--- src/rtl/multicycle_mainfsm.sv ---
// Main control FSM for the multicycle ARM datapath with a memory-ready handshake.
// Optional feature macro MAINFSM_UNDEF_TRAP_EN: undefined ops (Op=11) trap with an Undef flag.
module multicycle_mainfsm #(
   parameter int STATE_W = 4
) (
   input  logic               clk,
   input  logic               reset,
   input  logic [1:0]         Op,
   input  logic [5:0]         Funct,
   input  logic               MemReady,
   output logic               IRWrite,
   output logic               NextPC,
   output logic               RegW,
   output logic               MemW,
   output logic               Branch,
   output logic               ALUOp,
   output logic               AdrSrc,
   output logic               ALUSrcA,
   output logic [1:0]         ALUSrcB,
   output logic [1:0]         ResultSrc,
   output logic [STATE_W-1:0] State
`ifdef MAINFSM_UNDEF_TRAP_EN
   ,
   output logic               Undef
`endif
);

   typedef enum logic [STATE_W-1:0] {
      FETCH    = 4'd0,
      DECODE   = 4'd1,
      MEMADR   = 4'd2,
      MEMREAD  = 4'd3,
      MEMWB    = 4'd4,
      MEMWRITE = 4'd5,
      EXECUTER = 4'd6,
      EXECUTEI = 4'd7,
      ALUWB    = 4'd8,
      BRANCH   = 4'd9,
      TRAP     = 4'd10
   } state_e;

   state_e state_r;
   state_e next_state_s;
   logic   unused_funct_s;

   assign unused_funct_s = ^Funct[4:1];
   assign State          = state_r;

   // State register; reset drops straight back to FETCH.
   always_ff @(posedge clk or negedge reset) begin
      if (!reset) begin
         state_r <= FETCH;
      end else begin
         state_r <= next_state_s;
      end
   end

   // Next-state decode.
   always_comb begin
      next_state_s = FETCH;
      case (state_r)
         FETCH: begin
            if (MemReady) begin
               next_state_s = DECODE;
            end else begin
               next_state_s = FETCH;
            end
         end
         DECODE: begin
            case (Op)
               2'b00: begin
                  if (Funct[5]) begin
                     next_state_s = EXECUTEI;
                  end else begin
                     next_state_s = EXECUTER;
                  end
               end
               2'b01:   next_state_s = MEMADR;
               2'b10:   next_state_s = BRANCH;
`ifdef MAINFSM_UNDEF_TRAP_EN
               2'b11:   next_state_s = TRAP;
`else
               2'b11:   next_state_s = FETCH;
`endif
               default: next_state_s = FETCH;
            endcase
         end
         MEMADR: begin
            if (Funct[0]) begin
               next_state_s = MEMREAD;
            end else begin
               next_state_s = MEMWRITE;
            end
         end
         MEMREAD: begin
            if (MemReady) begin
               next_state_s = MEMWB;
            end else begin
               next_state_s = MEMREAD;
            end
         end
         MEMWRITE: begin
            if (MemReady) begin
               next_state_s = FETCH;
            end else begin
               next_state_s = MEMWRITE;
            end
         end
         EXECUTER: next_state_s = ALUWB;
         EXECUTEI: next_state_s = ALUWB;
         MEMWB:    next_state_s = FETCH;
         ALUWB:    next_state_s = FETCH;
         BRANCH:   next_state_s = FETCH;
`ifdef MAINFSM_UNDEF_TRAP_EN
         TRAP:     next_state_s = TRAP;
`endif
         default:  next_state_s = FETCH;
      endcase
   end

   // Moore output decode; fetch strobes also wait on MemReady and are held off during reset.
   always_comb begin
      IRWrite   = 1'b0;
      NextPC    = 1'b0;
      RegW      = 1'b0;
      MemW      = 1'b0;
      Branch    = 1'b0;
      ALUOp     = 1'b0;
      AdrSrc    = 1'b0;
      ALUSrcA   = 1'b0;
      ALUSrcB   = 2'b00;
      ResultSrc = 2'b00;
`ifdef MAINFSM_UNDEF_TRAP_EN
      Undef     = 1'b0;
`endif
      case (state_r)
         FETCH: begin
            ALUSrcA   = 1'b1;
            ALUSrcB   = 2'b10;
            ResultSrc = 2'b10;
            IRWrite   = MemReady & reset;
            NextPC    = MemReady & reset;
         end
         DECODE: begin
            ALUSrcA   = 1'b1;
            ALUSrcB   = 2'b10;
            ResultSrc = 2'b10;
         end
         MEMADR: begin
            ALUSrcB   = 2'b01;
         end
         MEMREAD: begin
            AdrSrc    = 1'b1;
         end
         MEMWB: begin
            ResultSrc = 2'b01;
            RegW      = 1'b1;
         end
         MEMWRITE: begin
            AdrSrc    = 1'b1;
            MemW      = 1'b1;
         end
         EXECUTER: begin
            ALUOp     = 1'b1;
         end
         EXECUTEI: begin
            ALUSrcB   = 2'b01;
            ALUOp     = 1'b1;
         end
         ALUWB: begin
            RegW      = 1'b1;
         end
         BRANCH: begin
            ALUSrcB   = 2'b01;
            ResultSrc = 2'b10;
            Branch    = 1'b1;
         end
`ifdef MAINFSM_UNDEF_TRAP_EN
         TRAP: begin
            Undef     = 1'b1;
         end
`endif
         default: begin
            IRWrite   = 1'b0;
         end
      endcase
   end

endmodule

--- config.mk ---
export PLATFORM = sky130hd
export DESIGN_NAME = multicycle_mainfsm
export DESIGN_NICKNAME = d
export VERILOG_FILES = /design/src/rtl/multicycle_mainfsm.sv
export SDC_FILE = /design/constraint.sdc
export NUM_CORES = 1
export LEC_CHECK = 0
export ABC_CLOCK_PERIOD_IN_PS = 1700
export BUFFER_PORTS_ARGS = -buffer_cell sky130_fd_sc_hd__buf_2
export CORE_AREA = 2 2 40 42
export DETAILED_ROUTE_END_ITERATION = 6
export DIE_AREA = 0 0 42 44
export PLACE_DENSITY = 0.62
export SLEW_MARGIN = 30
export SYNTH_ARGS = -nofsm -noshare
export SYNTH_HDL_FRONTEND = slang
export SYNTH_SLANG_ARGS = --single-unit
--- constraint.sdc ---
create_clock -name clk -period 1.7 [get_ports clk]
set_input_delay 0.085 -clock clk [delete_from_list [all_inputs] [get_ports clk]]
set_output_delay 0.085 -clock clk [all_outputs]
set_load 0.02 [all_outputs]
==> results of run 1 <==
routing by layer:
metal,up-vias,wire [um],GRT usage
li1,212,-,-
met1,182,418,0.139
met2,10,471,0.163
met3,0,36,0.0375
met4,0,0,0.0581
met5,-,0,0
power groups by stage:
stage / registers [mW] / clock network (mW) / logic [mW]
2_1_floorplan: 0.192 / 0 / 0.546
6_report: 0.219 / 0.117 / 0.612
3_3_place_gp: 0.218 / 0 / 0.610
4_1_cts: 0.217 / 0.123 / 0.618
5_1_grt: 0.229 / 0.133 / 0.661
3_5_place_dp: 0.217 / 0 / 0.615
cells in the mapped netlist (all sizes together) (2+ instances only):
cell type  count  area share
a21oi          2       0.025
nor2           6       0.057
dfrtp          4        0.25
or2            2       0.038
inv            2       0.019
nand2b         3       0.054
nor3           3       0.038
nor4           4       0.063
nand2          2       0.019
buf            7        0.17
nor2b          2       0.032
cell type report:
| cell class | instances | area, um2 |
|---|---|---|
| Inverter | 2 | 7.51 |
| Sequential cell | 4 | 100 |
| Fill cell | 145 | 897 |
| Multi-Input combinational cell | 36 | 236 |
| Timing Repair Buffer | 25 | 135 |
| Clock buffer | 3 | 22.5 |
| Tap cell | 16 | 20.0 |
critical path: cells and delay by family (launching register included):
kind                      cells  cell delay, ps
AOI/OAI and AO/OA             1             230
buffers and inverters         2             420
DFF                           1             500
xor gates and xnor gates      1             150
path summary, 6_finish.rpt:
| check | from | end | slack (ps) | cells after the start |
|---|---|---|---|---|
| min in group asynchronous | reset | State[1] | 190 | 2 |
| max | State[0] | ALUSrcB[0] | 90 | 4 |
| max reg2reg | State[1] | State[0] | 250 | 3 |
| max in group asynchronous | reset | State[3] | 1380 | 2 |
| min | Op[1] | State[1] | 170 | 3 |
| min reg2reg | State[3] | State[3] | 650 | 1 |
logic make-up (layout without fill, tap and decap cells):
family | Yosys count | after routing | synth area share
and+or+nand+nor | 28 | 28 | 0.419
buffers and inverters | 9 | 30 | 0.184
AOI/OAI and AO/OA | 6 | 6 | 0.0984
DFF | 4 | 4 | 0.254
xor gates and xnor gates | 2 | 2 | 0.0445
through the flow:
step	utilization	power, mW	setup WS (ps)	instance area [um2]
finish	0.368	0.948	88.7	522
global route	0.368	1.02	20.1	522
CTS	0.368	0.958	77.6	522
detailed placement	0.345	0.832	262	489
global placement	0.345	0.828	257	489
floorplan	-	0.738	68.7	409
==> results.py, run 1 <==
metrics = {
    "run_status": {
        "status": "finished, final reports clean",
    },
    "die": {
        "row_count": 14,
        "io_pins": 27,
        "dieHeight_um": 44,
        "die_area_mm2": 0.00185,
        "die_width_um": 42,
        "core-area_mm2": 0.00142,
        "start_util": 0.278,
    },
    "timing": {
        "rsz0062_at_grt": "false",
        "holdWs_ps": 169,
        "fmax_mhz": 621,
        "slew_violations": 0,
        "period_share": 0.948,
        "setup_violations": 0,
        "fin_setup_tns_ps": 0,
        "worst_slew_pin_slew_ps": 365,
        "relSlewSlack": 0.757,
        "fin_crit_ps": 1610,
        "hold_viol": 0,
        "skew_ps": 1.69,
    },
    "clocking": {
        "path_clk_slew_ps": 40,
        "cts_resized": 0,
        "post_cts_buffers": 0,
        "clk_latency_ps": 230,
        "numCtsBuffers": 3,
        "ctsRootBufferMaster": "clkbuf_4",
        "clock_path_buffers": 2,
        "cts_tree": "yes",
        "h-tree-depth": 1,
        "clkSinkCount": 4,
        "cts_hold_buf": 1,
    },
    "logic_synthesis": {
        "async_flop_share": 1.00,
        "syn-num-nets": 60,
        "synth-main-ff-cell": "dfrtp_1",
        "syn_avg_cell_area_um2": 8.04,
        "yosysUniqueCellTypes": 27,
        "netlist_instances": 49,
        "synth.ff_latch_count": 4,
        "yosysWarnings": 0,
        "ys_seq_area_frac": 0.254,
        "syn_area_um2": 394,
        "synth-edff-count": 0,
    },
    "place": {
        "portBuffers": 22,
        "dp_hpwl_um": 723,
        "gp_congestion": 0.756,
        "dp.cells": 82,
    },
    "drt": {
        "first_pass_iters": 4,
        "drt_iter0_drc": 11,
        "vias": 404,
        "viasPerCell": 4.70,
        "drc": 0,
        "postRouteAntennaNets": 0,
        "wire_per_inst_um": 10.8,
        "drt-total-wl_um": 926,
    },
    "critical_path": {
        "cp_max_fo": 9,
        "worstPathRequired_ps": 1620,
        "crit_chain": "buf_4 -> xor2_1 -> o32ai_1 -> buf_2",
        "cp-end-kind": "output port",
        "cp_slowest_cell": "dfrtp_1",
        "slowest_delay_ps": 500,
        "path_class": "reg2out",
        "arrival_ps": 1530,
        "worst_setup_path_start_kind": "flip-flop",
    },
    "power_and_ir_drop": {
        "irDropWorstVdd_v": 0.000700,
        "internal-power_mw": 0.451,
        "powerDensity_mw_per_mm2": 1820,
        "comb_power_share": 0.646,
        "p_switching_mw": 0.496,
        "clkPwrFrac": 0.124,
        "p_leak_nw": 0.258,
        "netSwitchingFraction": 0.524,
        "seq_power_share": 0.231,
    },
    "global_routing": {
        "grt_max_degree": 12,
        "antenna_found_initial": 0,
        "grt_pass1_wl_um": 1460,
        "first_global_vias": 334,
        "grtUsageTotal": 0.109,
        "grt_remaining_overflow": 0,
    },
    "min_path": {
        "hp-class": "in2reg",
    },
    "layout": {
        "layout_commonest_cell": "buf_2",
        "final_cell_mix": "22 x buf_2, 6 x nor2_1, 4 x dfrtp_1",
        "final_cells": 86,
        "largest_reg_flops": 4,
        "areaGrowthSynthToFinish_pct": 32.4,
        "antennaDiodeCount": 0,
        "drive_above_1_share": 0.443,
        "final_nets": 83,
    },
    "flow_run": {
        "maxCapViolations": 0,
    },
}
Note: power is estimated with default switching activity, not from simulation.
==> run 2: changes to the inputs <==
Settings changed: CORE_AREA 2 2 40 42 to 2 2 39 41, DIE_AREA 0 0 42 44 to 0 0 41 43, PLACE_DENSITY 0.62 to 0.65.
==> run 2 against run 1 <==
Sequential share of layout area is the same; wire length up 7.1%; hold slack better by 0.84 ps; largest cell class unchanged; highest routed layer unchanged; clock power about the same; critical path type unchanged; combinational power increased by 2%; design area did not move; global-route usage rose by 1.2 points.
==> results.py, run 2 (synthesis results as in run 1) <==
metrics = {
    "layout": {
        "final_util": 0.377,
        "largest_reg_flops": 4,
        "layout_commonest_cell": "buf_2",
        "areaGrowthSynthToFinish_pct": 32.4,
        "final_cell_mix": "22 x buf_2, 6 x nor2_1, 4 x dfrtp_1",
        "drive_above_1_share": 0.443,
        "antennaDiodeCount": 0,
        "final_nets": 83,
    },
    "drt": {
        "postRouteAntennaNets": 0,
        "first_pass_iters": 2,
        "vias": 412,
        "wire_per_inst_um": 11.5,
        "drc": 0,
        "drt-total-wl_um": 992,
        "viasPerCell": 4.79,
        "drt_iter0_drc": 3,
    },
    "die": {
        "row_count": 14,
        "die_width_um": 41,
        "core-area_mm2": 0.00138,
        "die_area_mm2": 0.00176,
        "dieHeight_um": 43,
        "start_util": 0.285,
        "io_pins": 27,
    },
    "clocking": {
        "path_clk_slew_ps": 40,
        "numCtsBuffers": 3,
        "clkSinkCount": 4,
        "clk_latency_ps": 230,
        "clock_path_buffers": 2,
        "ctsRootBufferMaster": "clkbuf_4",
        "cts_resized": 0,
        "h-tree-depth": 1,
        "cts_tree": "yes",
    },
    "critical_path": {
        "r2r_end": "State[0]",
        "worst-path-buf-inv": 1,
        "critical_path_depth": 3,
        "arrival_ps": 1490,
        "cp-endpoint": "NextPC",
        "worstPathRequired_ps": 1620,
        "worst_setup_path_start_kind": "flip-flop",
        "crit_chain": "or2_4 -> nor4_4 -> buf_2",
        "startpoint": "State[3]",
        "ff2ff_setup_slack_ps": 270,
        "cp-end-kind": "output port",
        "path_delay_family": "simple AND/OR/NAND/NOR gates",
        "r2r_cells": 3,
        "path_class": "reg2out",
        "cp_max_fo": 11,
        "reg2reg_from": "State[1]",
        "slowest_delay_ps": 490,
        "cp_slowest_cell": "dfrtp_1",
    },
    "timing": {
        "fmax_mhz": 636,
        "rsz0062_at_grt": "false",
        "fin_crit_ps": 1570,
        "setup_violations": 0,
        "skew_ps": 2.96,
        "period_share": 0.925,
        "holdWs_ps": 170,
        "hold_viol": 0,
        "worst_slew_pin_slew_ps": 366,
        "relSlewSlack": 0.753,
        "worst_slack_ps": 127,
        "fin_setup_tns_ps": 0,
        "slew_violations": 0,
    },
    "place": {
        "dp_slack_ps": 288,
        "gp_congestion": 0.746,
        "portBuffers": 22,
        "dp_hpwl_um": 757,
    },
    "power_and_ir_drop": {
        "irDropWorstVdd_v": 0.000375,
        "p_leak_nw": 0.258,
        "powerDensity_mw_per_mm2": 1820,
    },
    "global_routing": {
        "grt_max_degree": 12,
        "first_global_vias": 363,
        "grt_remaining_overflow": 0,
        "grt_pass1_wl_um": 1450,
        "antenna_found_initial": 0,
        "grtUsageTotal": 0.121,
    },
    "min_path": {
        "hp-class": "in2reg",
    },
    "flow_run": {
        "maxCapViolations": 0,
    },
    "run_status": {
        "status": "finished, final reports clean",
    },
}
## run 2: cell counts in the layout (fill, tap and decap cells not counted)
Identical to the previous run, type by type.
## run 2: layout make-up
type                            count  area [um2]
Tap cell                           16        20.0
Inverter                            2        7.51
Clock buffer                        3        22.5
Fill cell                         157         862
Sequential cell                     4         100
Multi-Input combinational cell     36         236
Timing Repair Buffer               25         135
## run 2: per-layer routing
layer | wire length [um] | GRT usage | share of wire | vias up
met5 | 0 | 0 | 0 | -
met4 | 0 | 0.0800 | 0 | 0
met3 | 63 | 0.0157 | 0.064 | 0
met2 | 516 | 0.213 | 0.52 | 14
met1 | 412 | 0.122 | 0.42 | 186
li1 | - | - | - | 212
## run 2: repair_timing
| action | in CTS | in global routing |
|---|---|---|
| buffers inserted | 0 | 0 |
| hold buffers | 1 | 0 |
| hold endpoints to repair | 4 | 0 |
## run 2: stage by stage
step	power (mW)	cells	instance area, um2
floorplan	0.738	49	409
global placement	0.824	82	489
detailed placement	0.838	82	489
CTS	0.961	86	522
global route	1.03	86	522
finish	0.951	86	522
## run 2: tightest hold or removal path, delay by kind of cell
family                 cells  cell delay, ps
buffers and inverters      1              90
AND/OR/NAND/NOR            1             100
AO/OA/AOI/OAI              1              70
## run 2: where the power goes
group | switching, mW | internal, mW | leakage, nW
logic | 0.382 | 0.245 | 0.192
registers | 0.0804 | 0.128 | 0.0525
clock network | 0.0369 | 0.0788 | 0.0138
total | 0.499 | 0.452 | 0.258
## run 2: worst min-delay path by stage
stage / to / from / cells past startpoint / slack (ps)
6_report: State[3] / Op[0] / 3 / 170
4_1_cts: State[1] / Op[1] / 3 / 160
3_3_place_gp: State[3] / reset / 1 / -100
5_1_grt: State[1] / Op[1] / 3 / 170
3_5_place_dp: State[3] / reset / 1 / -100
2_1_floorplan: State[0] / reset / 0 / -210
